`src/rtl/push_capture_fifo.sv`:
```
// Single-clock FIFO that captures pre-synchronized push strobes and serves registered pops.
// Pointers carry one extra wrap bit, so full and empty both fall out of their difference.
module push_capture_fifo #(
    parameter int DATA_W = 8,
    parameter int ADDR_W = 4
) (
    input  logic              wclk,
    input  logic              rst,
    input  logic              push_pulse,
    input  logic [DATA_W-1:0] din,
    input  logic              pop,
    input  logic              clr_err,
    output logic [DATA_W-1:0] dout,
    output logic              dout_valid,
    output logic              full,
    output logic              empty,
    output logic [ADDR_W:0]   count,
    output logic              overflow,
    output logic              underflow
);

    localparam int              DEPTH     = 2 ** ADDR_W;
    localparam logic [ADDR_W:0] DEPTH_CNT = (ADDR_W + 1)'(DEPTH);

    logic [DATA_W-1:0] r_mem [DEPTH];
    logic [ADDR_W:0]   r_wr_ptr;
    logic [ADDR_W:0]   r_rd_ptr;
    logic [DATA_W-1:0] r_dout;
    logic              r_dout_valid;
    logic              r_overflow;
    logic              r_underflow;

    logic [ADDR_W:0]   w_count;
    logic              w_full;
    logic              w_empty;
    logic              w_pop_acc;
    logic              w_push_acc;
    logic              w_ovf_event;
    logic              w_unf_event;

    assign w_count = r_wr_ptr - r_rd_ptr;
    assign w_full  = (w_count == DEPTH_CNT);
    assign w_empty = (w_count == '0);

    // A pop on a full FIFO frees the slot the simultaneous push lands in.
    assign w_pop_acc   = pop & ~w_empty;
    assign w_push_acc  = push_pulse & (~w_full | w_pop_acc);
    assign w_ovf_event = push_pulse & ~w_push_acc;
    assign w_unf_event = pop & w_empty;

    // NOTE: the storage array has no reset; entries are only read after being written.
    always_ff @(posedge wclk) begin
        if (w_push_acc) begin
            r_mem[r_wr_ptr[ADDR_W-1:0]] <= din;
        end
    end

    // NOTE: non-blocking assignments so every register samples pre-edge values, which
    // lets a full-FIFO pop read the old word in the slot the push overwrites.
    always_ff @(posedge wclk or posedge rst) begin
        if (rst) begin
            r_wr_ptr     <= '0;
            r_rd_ptr     <= '0;
            r_dout       <= '0;
            r_dout_valid <= 1'b0;
            r_overflow   <= 1'b0;
            r_underflow  <= 1'b0;
        end else begin
            r_dout_valid <= w_pop_acc;
            if (w_push_acc) begin
                r_wr_ptr <= r_wr_ptr + 1'b1;
            end
            if (w_pop_acc) begin
                r_rd_ptr <= r_rd_ptr + 1'b1;
                r_dout   <= r_mem[r_rd_ptr[ADDR_W-1:0]];
            end
            // A fresh error in the clearing cycle keeps the flag set.
            r_overflow  <= w_ovf_event | (r_overflow & ~clr_err);
            r_underflow <= w_unf_event | (r_underflow & ~clr_err);
        end
    end

    assign dout       = r_dout;
    assign dout_valid = r_dout_valid;
    assign full       = w_full;
    assign empty      = w_empty;
    assign count      = w_count;
    assign overflow   = r_overflow;
    assign underflow  = r_underflow;

endmodule

```
`config.mk`:
```
export PLATFORM = sky130hd
export DESIGN_NAME = push_capture_fifo
export DESIGN_NICKNAME = d
export VERILOG_FILES = /design/src/rtl/push_capture_fifo.sv
export SDC_FILE = /design/constraint.sdc
export NUM_CORES = 1
export LEC_CHECK = 0
export CAP_MARGIN = 10
export CELL_PAD_IN_SITES_DETAIL_PLACEMENT = 1
export CELL_PAD_IN_SITES_GLOBAL_PLACEMENT = 2
export CORE_MARGIN = 2
export CORE_UTILIZATION = 30
export DETAILED_ROUTE_END_ITERATION = 8
export PLACE_DENSITY = 0.66
export SYNTH_ARGS = -nofsm -noshare
export SYNTH_HDL_FRONTEND = slang
export SYNTH_SLANG_ARGS = --single-unit
```
`constraint.sdc`:
```
create_clock -name wclk -period 3.9 [get_ports wclk]
set_clock_uncertainty 0.05 [all_clocks]
set_input_delay 1.17 -clock wclk [delete_from_list [all_inputs] [get_ports wclk]]
set_output_delay 1.17 -clock wclk [all_outputs]
set_load 0.02 [all_outputs]
```
Word-level counts from Yosys, hierarchy flattened
Memories as Yosys holds them, arrays and structs flattened. A register that Yosys moved wholly into a read port is not among the register bits.
Cells that the tools add are included.
Word-level totals
  register bits after elaboration: 13
  memory bits (writable): 128
  input port bits: 13
  output and inout bits: 18
  logic and storage cells: 26
  memories: 1
Memory list
  r_mem: words 16, bits a word 8, read ports 1, clocked after Yosys merged registers in 1, wr ports 1, line 25  | logic [DATA_W-1:0] r_mem [DEPTH];
Operators by class
  $add $sub $neg: 3
  equality and inequality tests: 1
  mux-type cells: 2
  bitwise operators: 13
  reductions and logical operators: 1
Operator list (number)
  $add 5x1->5 const B: 2
  $and 1x1->1: 6
  $eq 5x5->1 const B: 1
  $logic_not 5->1: 1
  $sub 5x5->5: 1
  $not 1->1: 4
  $or 1x1->1: 3
  $mux 1: 2

Longest topological paths before layout
  depth after elaboration: 9
  depth in mapped cells: 10
  mapped depth without buffers: 9

Worst setup path after synthesis
OpenSTA, ideal clock, no wires.
  path kind: register to output
  from: register r_rd_ptr[1]
  to: output port full
  arrival time: 2615 ps
  data required time: 2680 ps
  slack: 65 ps
  stages on the path, launching flop included: 9
  path buffers: 2
  path through: dfrtp_1 buf_2 buf_1 inv_1 fa_1 nand3b_1 a211oi_2 nor2_1 nor3_1
On the way
  longest elaborated chain between the ends: 2
Ends and longest elaborated chain
  start: declaration: line 27  | logic [ADDR_W:0] r_rd_ptr;
  start signal: assignment: line 74  | r_rd_ptr <= r_rd_ptr + 1'b1;
  $sub 5x5->5: line 41  | assign w_count = r_wr_ptr - r_rd_ptr;
  named net count[1]: line 17  | output logic [ADDR_W:0] count,
  $eq 5x5->1: line 42  | assign w_full = (w_count == DEPTH_CNT);
  end: declaration: line 15  | output logic full,
The timed path passes the listed nets, and every way through them passes these cells.

Worst setup path after layout
  from: register r_wr_ptr[0]
  to: output port full
On the way
  longest elaborated chain between the ends: 2
Ends and longest elaborated chain
  start: declaration: line 26  | logic [ADDR_W:0] r_wr_ptr;
  start signal: assignment: line 71  | r_wr_ptr <= r_wr_ptr + 1'b1;
  $sub 5x5->5: line 41
  $eq 5x5->1: line 42
Every way passes these cells.

==> reports/metrics.csv <==
stage,metric,value,unit
global_routing,grt_antenna_before_repair,0,
power_and_ir_drop,sw_frac_of_total,33.1,%
yosys,ys_types,37,
cells_and_area,nFillCells,2007,
critical_path,cp.arrival,2510,ps
critical_path,crit_start,r_wr_ptr[0]$_DFFE_PP0P_,
timing,setup_ws,166,ps
global_routing,grt_max_degree,36,
timing,fin_crit_sh,95.7,%
yosys,syn_nets,342,
global_routing,grt-ovfl-total,0,
route,antenna_left,0,
yosys,yosysSeqAreaShare,72.1,%
critical_path,worstSetupEndpoint,full,
critical_path,cp-end-kind,output port,
cells_and_area,fin_area,7460,um2
die,top_level_ports,31,
clock_network,clk_latency,430,ps
critical_path,cp_max_fo,3,
flow_run,drv_cap,0,
power_and_ir_drop,seqPwrFrac,34.2,%
placed_design,gp_congestion,0.749,
yosys,syn_avg_cell_area,19.0,um2
power_and_ir_drop,comb_power_share,37.7,%
global_routing,grt_pass1_wl,20900,um
cells_and_area,area_growth,23.0,%
die,start_util,30.8,%
die,die_h,146,um
placed_design,port_buffers,30,
critical_path,r2r_setup_slack,480,ps
clock_network,cts_tree,done,
die,core_area,19700,um2
timing,max_slew.worst_pin.slew,899,ps
cells_and_area,seq_area,4370,um2
route,totalWireLength,13500,um
timing,max_freq,0.268,GHz
clock_network,cts_root_buf,clkbuf_16,
hold_path,hp-class,register to register,
route,drc,0,
global_routing,grtUsageTotal,13.5,%
power_and_ir_drop,p_int,4.13,mW
hold_path,worstHoldStart,r_wr_ptr[4]$_DFFE_PP0P_,
clock_network,clock_sinks,149,
route,drtIter0Drc,187,
route,vias_per_cell,4.69,
route,first_pass_iters,5,
critical_path,rr_startpoint,r_wr_ptr[0]$_DFFE_PP0P_,
timing,relSlewSlack,39.8,%
timing,rsz0062_at_grt,false,
yosys,yosys_warnings,0,
placed_design,placed_cell_area,6810,um2
power_and_ir_drop,p_sw,2.04,mW
clock_network,cts_buffers,17,
placed_design,hpwl,8920,um
clock_network,htree_levels,4,
power_and_ir_drop,powerDensity,827,nW/um2
cells_and_area,final_layout_size_suffix_gt1_share,28.5,%
power_and_ir_drop,p_clk_share,28.1,%
power_and_ir_drop,vdd_ir_drop_max,0.287,mV
placed_design,place_ws,123,ps
yosys,syn-cell-area,6060,um2
cells_and_area,finalNetCount,407,
die,chipWidth,146,um
cells_and_area,diodes,0,
critical_path,r2r_end,r_mem[6][6]$_DFFE_PP_,
die,rows,51,
yosys,yosys_register_bits,149,
power_and_ir_drop,power.leakage,2.58,nW
critical_path,reg2reg_depth,11,
critical_path,crit_required,2680,ps
global_routing,grt_pass1_vias,3407,
status,status,"complete, no violations",
timing,hold_viol_final,0,
die,die_area,21400,um2
route,post_drt_wl_per_cell,20.3,um
timing,maxSlewViolCount,0,
clock_network,clk_pin_slew,60,ps
clock_network,postCtsHoldBufs,0,
critical_path,start_kind,register,
route,vias,3106,
yosys,synthCells,319,
cells_and_area,multi_input_area,1580,um2
timing,setup_tns,0,ps
clock_network,cts_buffer_depth,2,
critical_path,critical_path_class,register to output port,
timing,setup_viol,0,
timing,final.min_clock_period,3730,ps
[area by class of cell]
cell class	count	area share [%]
Sequential cell	149	58.6
Multi-Input combinational cell	147	21.2
Timing Repair Buffer	56	6.54
Clock buffer	20	6.13
Tap cell	265	4.45
Clock inverter	12	2.37
Inverter	13	0.654
[critical path, cell delays in order, from the launching register on]
cell	delay, ps
dfrtp_1	370
inv_1	110
ha_1	170
inv_1	50
fa_1	430
xor2_2	220
and4b_4	380
nor2_1	50
nor3_1	120
buf_2	190
[power by group through the flow]
stage,combinational [mW],clock (mW),sequential (mW)
after floorplan,1.47,0,2.18
final,2.32,1.73,2.11
after CTS,2.37,1.77,2.11
after global routing,2.52,1.84,2.14
after detailed placement,2.35,0,2.14
after global placement,2.30,0,2.13
[synthesized netlist by cell type (all sizes together)]
cell type | instances | area [um2]
fa | 1 | 20.0
mux4 | 32 | 721
o2111ai | 1 | 15.0
or3 | 1 | 11.3
nor3b | 1 | 7.51
mux2 | 10 | 116
o22ai | 2 | 26.3
ha | 9 | 113
nor3 | 2 | 15.0
o21ai | 1 | 5.00
a21oi | 3 | 15.0
edfxtp | 128 | 3840
xor2 | 4 | 42.6
and4b | 1 | 13.8
and3 | 3 | 18.8
buf | 8 | 62.6
inv | 13 | 48.8
nor2 | 21 | 78.8
a211oi | 1 | 12.5
nand3b | 4 | 30.0
xnor2 | 7 | 61.3
nand3 | 7 | 35.0
nand2 | 17 | 68.8
a22oi | 16 | 120
dfrtp | 21 | 526
nand4 | 1 | 6.26
clkbuf | 2 | 7.51
o2111a | 1 | 12.5
a21o | 1 | 7.51
[per-stage QoR]
stage | utilization [%] | hold WS [ps] | power (mW) | cells
finish | 37.9 | 447 | 6.16 | 662
global route | 37.9 | 456 | 6.50 | 662
CTS | 37.9 | 446 | 6.26 | 661
detailed placement | 34.7 | 433 | 4.49 | 629
global placement | 34.7 | 429 | 4.43 | 629
floorplan | - | 411 | 3.65 | 319
[cell families (layout without fill, tap and decap cells)]
group / Yosys count / in the layout / synth area share, %
AOI/OAI and AO/OA: 26 / 26 / 3.53
muxes: 42 / 42 / 13.8
buffers and inverters: 23 / 101 / 1.96
adders and majority gates: 10 / 10 / 2.19
and+or+nand+nor: 58 / 58 / 4.71
xor gates and xnor gates: 11 / 11 / 1.71
DFF: 149 / 149 / 72.1
[metal layers]
layer,vias up,share of wire (%),GRT usage [%]
met5,-,0,0
li1,1400,-,-
met1,1634,46,17.6
met3,14,2.9,3.09
met2,58,50,22.1
met4,0,1.4,5.24
[state kept, by name (all words and copies together) (netlist names)]
name and cells:
r_mem 128, dout_valid 1, r_wr_ptr 5, overflow 1
r_rd_ptr 5, underflow 1, dout 8
[repair_timing]
action / in CTS / in global routing
setup buffers: 0 / 1
gates resized for setup: 7 / 4
endpoints found under the setup margin: 2 / 4
[placed cells by master, fill, tap and decap left out, drive strengths merged]
master         count
ha                 9
dlymetal6s2s       1
nor3               2
o2111ai            1
or3                1
xnor2              7
nand4              1
and3               3
o21ai              1
clkinvlp           2
and4b              1
clkdlybuf4s50     27
a21o               1
clkbuf            21
o2111a             1
nand3              7
edfxtp           128
xor2               4
a21oi              3
nand3b             4
nand2             17
bufinv             4
mux4              32
nor3b              1
buf               27
nor2              21
a22oi             16
a211oi             1
mux2              10
fa                 1
dfrtp             21
inv               15
o22ai              2
clkinv             4
[worst min-delay path by stage]
stage | to | cells past startpoint | slack [ps]
global route | r_wr_ptr[4]$_DFFE_PP0P_ | 1 | 460
global placement | r_wr_ptr[4]$_DFFE_PP0P_ | 1 | 430
CTS | r_wr_ptr[4]$_DFFE_PP0P_ | 1 | 450
floorplan | r_wr_ptr[4]$_DFFE_PP0P_ | 1 | 410
detailed placement | r_wr_ptr[4]$_DFFE_PP0P_ | 1 | 430
finish | r_wr_ptr[4]$_DFFE_PP0P_ | 1 | 450
Power figures use the tool's default switching activity.
